File: config.mk
export PLATFORM = sky130hd
export DESIGN_NAME = bcd_accum_sevenseg
export DESIGN_NICKNAME = d
export VERILOG_FILES = /design/src/rtl/bcd_sevenseg_pkg.sv /design/src/rtl/sw_debounce.sv /design/src/rtl/bcd_accum_sevenseg.sv
export SDC_FILE = /design/constraint.sdc
export NUM_CORES = 1
export LEC_CHECK = 0
export ABC_AREA = 1
export CORE_MARGIN = 2
export CORE_UTILIZATION = 40
export CTS_BUF_LIST = sky130_fd_sc_hd__clkbuf_8
export DETAILED_ROUTE_END_ITERATION = 6
export HOLD_SLACK_MARGIN = 0.1
export PLACE_DENSITY = 0.62
export SYNTH_ARGS = -nofsm -noshare
export SYNTH_HDL_FRONTEND = slang
export SYNTH_HIERARCHICAL = 1
export SYNTH_SLANG_ARGS = --single-unit
File: constraint.sdc
create_clock -name clk -period 6.2 [get_ports clk]
set_input_delay 0.62 -clock clk [delete_from_list [all_inputs] [get_ports clk]]
set_output_delay 0.62 -clock clk [all_outputs]
set_load 0.005 [all_outputs]
File: src/rtl/bcd_sevenseg_pkg.sv
// Shared seven-segment constants, accumulator FSM encoding and BCD-to-segment decode.
// Segment patterns are active-low, bit order a..g from MSB to LSB.
package bcd_sevenseg_pkg;

  localparam logic [6:0] SEG_0     = 7'b0000001;
  localparam logic [6:0] SEG_1     = 7'b1001111;
  localparam logic [6:0] SEG_2     = 7'b0010010;
  localparam logic [6:0] SEG_3     = 7'b0000110;
  localparam logic [6:0] SEG_4     = 7'b1001100;
  localparam logic [6:0] SEG_5     = 7'b0100100;
  localparam logic [6:0] SEG_6     = 7'b0100000;
  localparam logic [6:0] SEG_7     = 7'b0001111;
  localparam logic [6:0] SEG_8     = 7'b0000000;
  localparam logic [6:0] SEG_9     = 7'b0000100;
  localparam logic [6:0] SEG_BLANK = 7'b1111111;

  typedef enum logic [1:0] {
    IDLE   = 2'd0,
    ADD    = 2'd1,
    COMMIT = 2'd2
  } acc_state_t;

  // Non-BCD codes show "0" so a corrupted digit never blanks the display.
  function automatic logic [6:0] bcd_to_seg(input logic [3:0] d);
    logic [6:0] seg;
    case (d)
      4'd1:    seg = SEG_1;
      4'd2:    seg = SEG_2;
      4'd3:    seg = SEG_3;
      4'd4:    seg = SEG_4;
      4'd5:    seg = SEG_5;
      4'd6:    seg = SEG_6;
      4'd7:    seg = SEG_7;
      4'd8:    seg = SEG_8;
      4'd9:    seg = SEG_9;
      default: seg = SEG_0;
    endcase
    return seg;
  endfunction

endpackage

File: src/rtl/sw_debounce.sv
// Push-button conditioner: synchroniser, stability counter, one-cycle rising-edge pulse.
// Pulse lags the raw edge by SYNC_STAGES+DEBOUNCE_CYCLES-1 cycles; no backpressure.
module sw_debounce #(
  parameter int SYNC_STAGES     = 2,
  parameter int DEBOUNCE_CYCLES = 16
) (
  input  logic i_clk,
  input  logic i_rst_n,
  input  logic i_sw,
  output logic o_press
);

  localparam int            CW       = $clog2(DEBOUNCE_CYCLES);
  localparam logic [CW-1:0] CNT_LAST = CW'(DEBOUNCE_CYCLES - 1);

  logic [SYNC_STAGES-1:0] r_sync;
  logic [CW-1:0]          r_cnt;
  logic                   r_level;
  logic                   r_level_q;
  logic                   w_synced;

  assign w_synced = r_sync[SYNC_STAGES-1];

  always_ff @(posedge i_clk or negedge i_rst_n) begin
    if (!i_rst_n) begin
      r_sync    <= '0;
      r_cnt     <= '0;
      r_level   <= 1'b0;
      r_level_q <= 1'b0;
    end else begin
      r_sync    <= {r_sync[SYNC_STAGES-2:0], i_sw};
      r_level_q <= r_level;
      // Any agreement with the accepted level restarts the stability window.
      if (w_synced != r_level) begin
        if (r_cnt == CNT_LAST) begin
          r_level <= w_synced;
          r_cnt   <= '0;
        end else begin
          r_cnt <= r_cnt + CW'(1);
        end
      end else begin
        r_cnt <= '0;
      end
    end
  end

  assign o_press = r_level & ~r_level_q;

endmodule

File: src/rtl/bcd_accum_sevenseg.sv
// Adds step_bcd to an N-digit BCD total on each debounced press, one digit per cycle.
// Press to total: NUM_DIGITS+2 cycles, seg_out one later; one press queues while busy, more are dropped.
module bcd_accum_sevenseg #(
  parameter int NUM_DIGITS      = 2,
  parameter int DEBOUNCE_CYCLES = 16,
  parameter int SATURATE        = 0,
  parameter int SYNC_STAGES     = 2
) (
  input  logic                    clk,
  input  logic                    reset,
  input  logic                    sw,
  input  logic [4*NUM_DIGITS-1:0] step_bcd,
  output logic [4*NUM_DIGITS-1:0] total_bcd,
  output logic [7*NUM_DIGITS-1:0] seg_out,
  output logic                    busy,
  output logic                    overflow
);
  import bcd_sevenseg_pkg::*;

  localparam int            W         = 4 * NUM_DIGITS;
  localparam int            IW        = (NUM_DIGITS > 1) ? $clog2(NUM_DIGITS) : 1;
  localparam logic [IW-1:0] LAST_IDX  = IW'(NUM_DIGITS - 1);
  localparam logic [W-1:0]  ALL_NINES = {NUM_DIGITS{4'h9}};

  acc_state_t                r_state;
  acc_state_t                w_state_nxt;
  logic                      w_press;
  logic                      w_start;
  logic                      w_commit;
  logic [W-1:0]              w_step_clamp;
  logic [3:0]                w_tot_dig;
  logic [3:0]                w_stp_dig;
  logic [4:0]                w_sum;
  logic                      w_sum_gt9;
  logic [3:0]                w_res_dig;
  logic [W-1:0]              r_step;
  logic [W-1:0]              r_work;
  logic [W-1:0]              r_total;
  logic [7*NUM_DIGITS-1:0]   r_seg;
  logic [IW-1:0]             r_idx;
  logic                      r_carry;
  logic                      r_pending;
  logic                      r_busy;
  logic                      r_ovf;

  sw_debounce #(
    .SYNC_STAGES    (SYNC_STAGES),
    .DEBOUNCE_CYCLES(DEBOUNCE_CYCLES)
  ) u_sw_debounce (
    .i_clk  (clk),
    .i_rst_n(reset),
    .i_sw   (sw),
    .o_press(w_press)
  );

  always_comb begin
    w_step_clamp = '0;
    for (int i = 0; i < NUM_DIGITS; i++)
      w_step_clamp[4*i +: 4] = (step_bcd[4*i +: 4] > 4'd9) ? 4'd9 : step_bcd[4*i +: 4];
  end

  assign w_tot_dig = r_total[4*r_idx +: 4];
  assign w_stp_dig = r_step[4*r_idx +: 4];
  assign w_sum     = 5'(w_tot_dig) + 5'(w_stp_dig) + 5'(r_carry);
  assign w_sum_gt9 = (w_sum > 5'd9);
  assign w_res_dig = w_sum_gt9 ? 4'(w_sum - 5'd10) : w_sum[3:0];

  always_comb begin
    w_state_nxt = r_state;
    w_start     = 1'b0;
    w_commit    = 1'b0;
    case (r_state)
      IDLE: begin
        if (w_press || r_pending) begin
          w_start     = 1'b1;
          w_state_nxt = ADD;
        end
      end
      ADD: begin
        if (r_idx == LAST_IDX) w_state_nxt = COMMIT;
      end
      COMMIT: begin
        w_commit = 1'b1;
        if (r_pending) begin
          w_start     = 1'b1;
          w_state_nxt = ADD;
        end else begin
          w_state_nxt = IDLE;
        end
      end
      default: w_state_nxt = IDLE;
    endcase
  end

  always_ff @(posedge clk or negedge reset) begin
    if (!reset) r_state <= IDLE;
    else        r_state <= w_state_nxt;
  end

  always_ff @(posedge clk or negedge reset) begin
    if (!reset) begin
      r_step    <= '0;
      r_work    <= '0;
      r_total   <= '0;
      r_seg     <= {NUM_DIGITS{SEG_0}};
      r_idx     <= '0;
      r_carry   <= 1'b0;
      r_pending <= 1'b0;
      r_busy    <= 1'b0;
      r_ovf     <= 1'b0;
    end else begin
      if (w_start) begin
        r_step  <= w_step_clamp;
        r_idx   <= '0;
        r_carry <= 1'b0;
      end else if (r_state == ADD) begin
        r_work[4*r_idx +: 4] <= w_res_dig;
        r_carry              <= w_sum_gt9;
        r_idx                <= r_idx + IW'(1);
      end
      // A press that coincides with consuming the queued one becomes the new queued press.
      if (w_start) r_pending <= r_pending & w_press;
      else         r_pending <= r_pending | (w_press & (r_state != IDLE));
      if (w_commit) begin
        r_total <= (r_carry && (SATURATE != 0)) ? ALL_NINES : r_work;
        if (r_carry) r_ovf <= 1'b1;
      end
      r_busy <= (w_state_nxt != IDLE);
      for (int i = 0; i < NUM_DIGITS; i++)
        r_seg[7*i +: 7] <= bcd_to_seg(r_total[4*i +: 4]);
    end
  end

  assign total_bcd = r_total;
  assign seg_out   = r_seg;
  assign busy      = r_busy;
  assign overflow  = r_ovf;

endmodule

# Word-level counts from Yosys, hierarchy flattened
# Memories as Yosys holds them, arrays and structs flattened. A register that Yosys moved wholly into a read port is not among the register bits.
# Index checks and enable logic that the tools add are counted.
[totals]
reg_bits = 39
rom_bits = 224
inputBits = 11
out_inout_bits = 24
wordCells = 67
memories = 2
[classes]
n_addsub = 6
n_lt_le_gt_ge = 3
n_eq_ne = 4
n_shift = 4
muxes = 19
n_bitwise = 6
n_reduce_logical = 10
[memory_table]
columns = ["name", "words", "word_bits", "rd", "rd_clocked_by_memory_dff", "wr", "line_no", "text"]
rows = [
  ["(no name shown)", 16, 7, 1, 1, 0, "bcd_sevenseg_pkg.sv:26", "case (d)"],
  ["(no name shown)", 16, 7, 1, 1, 0, "bcd_sevenseg_pkg.sv:26", ""],
]
[op_table]
columns = ["op", "count"]
rows = [
  ["$neg A3 Y34", 1],
  ["$shift A4 B34 Y8 const A", 1],
  ["$shiftx A4 B34 Y8", 1],
  ["$mux W4", 5],
  ["$shiftx A8 B4 Y4", 2],
  ["$mux W1", 9],
  ["$bwmux W8", 1],
  ["$gt A4 B4 Y1 const B", 2],
  ["$pmux W2 S3", 1],
  ["$reduce_and A2 Y1", 3],
  ["$reduce_bool A2 Y1", 3],
  ["$add A4 B4 Y5", 1],
  ["$add A5 B1 Y5", 1],
  ["$gt A5 B4 Y1 const B", 1],
  ["$add A4 B1 Y4 const B", 1],
  ["$eq A4 B4 Y1 const B", 1],
  ["$mux W2", 2],
  ["$sub A4 B4 Y4 const B", 1],
  ["$and A1 B1 Y1", 3],
  ["$eq A2 B1 Y1 const B", 1],
  ["$eq A2 B2 Y1 const B", 1],
  ["$logic_not A1 Y1", 2],
  ["$logic_not A2 Y1", 1],
  ["$not A1 Y1", 2],
  ["other kinds (5)", 5],
]

# Logic depth before layout (Yosys ltp)
[logic_depth]
ltp_word = 7
ltp_mapped = 18
mapped_depth_nobuf = 16

# Hierarchy
# Netlist, hierarchy kept.
[modules_own_cells]
columns = ["mod", "instances", "cells_each", "area_per_inst_um2"]
rows = [
  ["bcd_accum_sevenseg", 1, 247, 2213.4],
  ["sw_debounce", 1, 30, 316.6],
]

# Worst setup path before layout
# Ideal clock, no wire load.
[synth_path]
path_type = "register to register"
from = "register r_idx"
to = "register r_work[1]"
setup_ns = 0.118
arrival_time_ns = 2.599
path_slack_ns = 3.484
stages_incl_launch_ff = 17
n_path_buf = 2
period_less_slack_ns = 2.716
path_cell_list = "dfrtp_1 > buf_2 > clkbuf_1 > nand2_1 > o21ai_0 > fa_1 > fa_1 > inv_1 > ha_1 > inv_1 > nor2_1 > a21oi_4 > nand2_2 > nand2_4 > nand2_2 > nand3_1 > nand2_1"
[synth_via]
elab_chain_cells = 7
[synth_rtl]
columns = ["item", "line_no", "text"]
rows = [
  ["start, declared", "bcd_accum_sevenseg.sv:40", "logic [IW-1:0] r_idx;"],
  ["start signal, assigned", "bcd_accum_sevenseg.sv:119", "r_idx <= r_idx + IW'(1);"],
  ["$shiftx A8 B4 Y4, on equally long branches", "bcd_accum_sevenseg.sv:62, bcd_accum_sevenseg.sv:63", ""],
  ["$add A4 B4 Y5", "bcd_accum_sevenseg.sv:64", "assign w_sum = 5'(w_tot_dig) + 5'(w_stp_dig) + 5'(r_carry);"],
  ["$add A5 B1 Y5", "bcd_accum_sevenseg.sv:64", ""],
  ["$sub A4 B4 Y4 or $gt A5 B4 Y1 (tied branches)", "bcd_accum_sevenseg.sv:66, bcd_accum_sevenseg.sv:65", ""],
  ["$mux W4", "bcd_accum_sevenseg.sv:66", "assign w_res_dig = w_sum_gt9 ? 4'(w_sum - 5'd10) : w_sum[3:0];"],
  ["$shiftx A4 B34 Y8", "bcd_accum_sevenseg.sv:117", "r_work[4*r_idx +: 4] <= w_res_dig;"],
  ["$bwmux W8 (*)", "bcd_accum_sevenseg.sv:117", ""],
  ["end signal, assigned by index", "bcd_accum_sevenseg.sv:117", ""],
  ["end, declared", "bcd_accum_sevenseg.sv:37", "logic [W-1:0] r_work;"],
]
# Mark *: on every way between the ends. The rest lies on a longest branch, timed or not.
# A chain may end at the register's enable or synchronous reset.

# Final worst setup path
[layout_path]
from = "register r_idx"
to = "register r_work[2]"
# The elaborated chain is that of the path after synthesis.

==> out/summary.txt <==
==============================================================================
Number of library cell types mapped by synthesis                            31
Floorplan row count                                                         28
Arrival time at the worst endpoint                                     3.10 ns
Power density over cell area                                      244.8 nW/um2
Sum of overflow across all layers after global routing                       0
Type of destination of the critical path                             flip-flop
Die Footprint                                                         6977 um2
Synth warn                                                                   6
Fill count                                                                 581
Unrepaired setup endpoints after global routing                          false
Post-layout net count                                                      338
Buffer count from post-CTS setup fixing                                      0
Number of global-route vias before repair                                 1753
Half-perimeter wire length after placement                             3505 um
Highest Clock Rate                                                  0.3445 GHz
Iteration count of the initial detailed-routing pass                         4
Buffer cell driving the clock tree root                           sky130_fd_sc_hd__clkbuf_8
TritonCTS clock tree                                                     built
Clock buffers created by TritonCTS                                           5
Initial drt markers                                                         86
Setup clock skew after layout                                      0.004264 ns
Number of inserted diodes                                                    0
Layout overhead on the synthesized area                                 19.78%
Most frequent cells in the layout                                 60 x sky130_fd_sc_hd__nand2_1, 51 x sky130_fd_sc_hd__dfrtp_1, 34 x sky130_fd_sc_hd__inv_1
Floorplan die width                                                   83.53 um
Worst setup path class                                            flip-flop to flip-flop
Antenna violations before repair                                             0
Clk buf depth                                                                2
Via density per instance                                                 4.830
Routed Antenna Nets                                                          0
Clock-pin transition on the worst setup and hold timing paths          0.09 ns
Maximum number of pins on one net before global-route repair                54
Via Count                                                                 1874
Critical-path maximum fanout                                                18
Flop and latch count out of synthesis                                       53
Mapped Cells                                                               277
Max-cap viol count                                                           0
Critical Path RT                                                       6.40 ns
Routed WL per cell                                                    12.05 um
Layout Cells excl Fill                                                     388
Relative slew slack                                                     56.17%
Run status                                                        finished, final reports clean
Min Clock Period, post-route                                          2.902 ns
Worst-case vdd ir drop                                               0.1056 mV
Nets in the synthesized netlist                                            303
Post-route setup TNS                                                      0 ns
Number of ports placed on the die boundary                                  35
Insertion delay of the later-clocked pin in the worst-skew pair        0.30 ns
Routability congestion estimate from global placement                   0.8481
Max H-tree Level                                                             2
Post-synthesis sequential area ratio                                    52.52%
PostCTS Resize Cnt                                                           0
Clk sinks                                                                   53
Number of setup violations in the final report                               0
Most common library cell in the layout ignoring fill and taps     sky130_fd_sc_hd__nand2_1
Global Route Usage Sum                                                  14.41%
Startpoint kind of the worst setup timing path                       flip-flop
Std-Cell Core Area                                                    6026 um2
Leakage power                                                         1.496 nW
DP Cell Count                                                              380
Actual transition at the worst max-transition pin                    0.6575 ns
Wire length of the first global-routing pass                           8135 um
Synthesized area                                                      2530 um2
Final Routed Wirelength                                                4677 um
Avg Synthesized Cell Area                                            9.133 um2
Layout cell share with drive strength beyond 1                          10.22%
Classification of the worst-slack hold path                       flip-flop to flip-flop
Post-CTS Hold Buffers                                                        0
Final hold violation count                                                   0
DIE HEIGHT                                                            83.53 um
Total count of max-transition violations in the final report                 0
Post-route DRC                                                               0
Number of input and output port buffers inserted                            34
Period utilization                                                      46.81%
Starting utilization of the core area                                   41.99%
==============================================================================
[routing by layer]
| layer | GRT usage [%] | vias to the layer above | wire (um) |
|---|---|---|---|
| li1 | - | 956 | - |
| met2 | 22.73 | 36 | 2191 |
| met1 | 19.64 | 875 | 2200 |
| met3 | 3.462 | 7 | 217 |
| met5 | 0 | - | 0 |
| met4 | 4.839 | 0 | 68 |
[final timing paths]
| check | from | slack, ns | to | depth (start not counted) |
|---|---|---|---|---|
| max | r_idx | 3.30 | r_work[2] | 14 |
| min | u_sw_debounce/r_sync[0] | 0.35 | u_sw_debounce/r_sync[1] | 0 |
| max reg2reg | r_idx | 3.30 | r_work[2] | 14 |
| min reg2reg | u_sw_debounce/r_sync[0] | 0.35 | u_sw_debounce/r_sync[1] | 0 |
| max in group asynchronous | reset | 5.34 | u_sw_debounce/r_sync[0] | 2 |
| min in group asynchronous | reset | 0.42 | r_work[0] | 2 |
[flip-flops by register name, summed over array words and instances (netlist names)]
| signal | flops |
|---|---|
| busy | 1 |
| overflow | 1 |
| r_carry | 1 |
| r_idx | 1 |
| r_pending | 1 |
| r_state | 2 |
| r_step | 8 |
| r_work | 8 |
| seg_out | 14 |
| total_bcd | 8 |
| u_sw_debounce/r_cnt | 4 |
| u_sw_debounce/r_level | 1 |
| u_sw_debounce/r_level_q | 1 |
| u_sw_debounce/r_sync | 2 |
[cell type report]
| class | instances | area (um2) | share of cell area [%] |
|---|---|---|---|
| flip-flops and latches | 53 | 1329 | 43.85 |
| clock inverters | 2 | 13.76 | 0.4542 |
| multi-input cells | 183 | 1041 | 34.35 |
| clock buffers | 6 | 82.58 | 2.725 |
| inverters | 34 | 127.6 | 4.211 |
| well taps | 75 | 93.84 | 3.097 |
| repair buffers | 35 | 342.8 | 11.31 |
[synth_stat cells, drive strengths merged]
cell / number / area (um2)
a21oi: 17 / 100.1
buf: 3 / 17.52
ha: 13 / 162.7
o21a: 1 / 7.510
dfstp: 2 / 52.55
xnor2: 1 / 8.760
clkbuf: 4 / 15.01
nor3b: 1 / 7.510
nand3: 21 / 130.1
o21bai: 2 / 15.01
a221oi: 1 / 8.760
mux2: 1 / 11.26
nor2: 22 / 90.09
o21ai: 26 / 130.1
inv: 34 / 127.6
o211ai: 1 / 7.510
nor3: 2 / 10.01
nand4: 1 / 6.260
a211oi: 1 / 7.510
nand2: 69 / 291.5
fa: 2 / 40.04
dfrtp: 51 / 1276
and2: 1 / 6.260
[cells by family (layout without fill, tap and decap cells)]
logic type | count (synthesis) | count (layout) | synth area share, %
fa+ha+maj | 15 | 15 | 8.012
xor+xnor | 1 | 1 | 0.3463
simple gates | 117 | 117 | 21.42
compound gates | 49 | 49 | 10.93
flops | 53 | 53 | 52.52
mux | 1 | 1 | 0.4451
buf+inv | 41 | 77 | 6.330
[metrics by stage]
| step | hold WS, ns | instance area [um2] | utilization [%] | total power, mW | worst slack [ns] |
|---|---|---|---|---|---|
| 2_1_floorplan | 0.3244 | 2530 | - | 0.5050 | 3.484 |
| 3_3_place_gp | 0.3313 | 2934 | 48.69 | 0.5448 | 3.426 |
| 3_5_place_dp | 0.3364 | 2934 | 48.69 | 0.5485 | 3.302 |
| 4_1_cts | 0.3580 | 3030 | 50.29 | 0.7510 | 3.273 |
| 5_1_grt | 0.3561 | 3030 | 50.29 | 0.7898 | 3.030 |
| 6_report | 0.3514 | 3030 | 50.29 | 0.7418 | 3.298 |
[worst max-delay path: stages, from the launching register on]
cell,delay [ns]
sky130_fd_sc_hd__dfrtp_1,0.63
sky130_fd_sc_hd__o21ai_0,0.23
sky130_fd_sc_hd__fa_1,0.47
sky130_fd_sc_hd__fa_1,0.42
sky130_fd_sc_hd__inv_1,0.08
sky130_fd_sc_hd__nand2_2,0.06
sky130_fd_sc_hd__nand2_4,0.08
sky130_fd_sc_hd__ha_1,0.17
sky130_fd_sc_hd__inv_1,0.06
sky130_fd_sc_hd__nor2_1,0.17
sky130_fd_sc_hd__a21oi_4,0.04
sky130_fd_sc_hd__nand2_2,0.10
sky130_fd_sc_hd__nand3_1,0.11
sky130_fd_sc_hd__nand3_1,0.11
sky130_fd_sc_hd__nand2_1,0.05
[power breakdown]
part	leakage, nW	switching [mW]	internal, mW	total, mW
clock	0.0512	0.110	0.0906	0.200
sequential	0.687	0.0164	0.362	0.378
combinational	0.758	0.101	0.0626	0.164
Power figures use the tool's default switching activity.
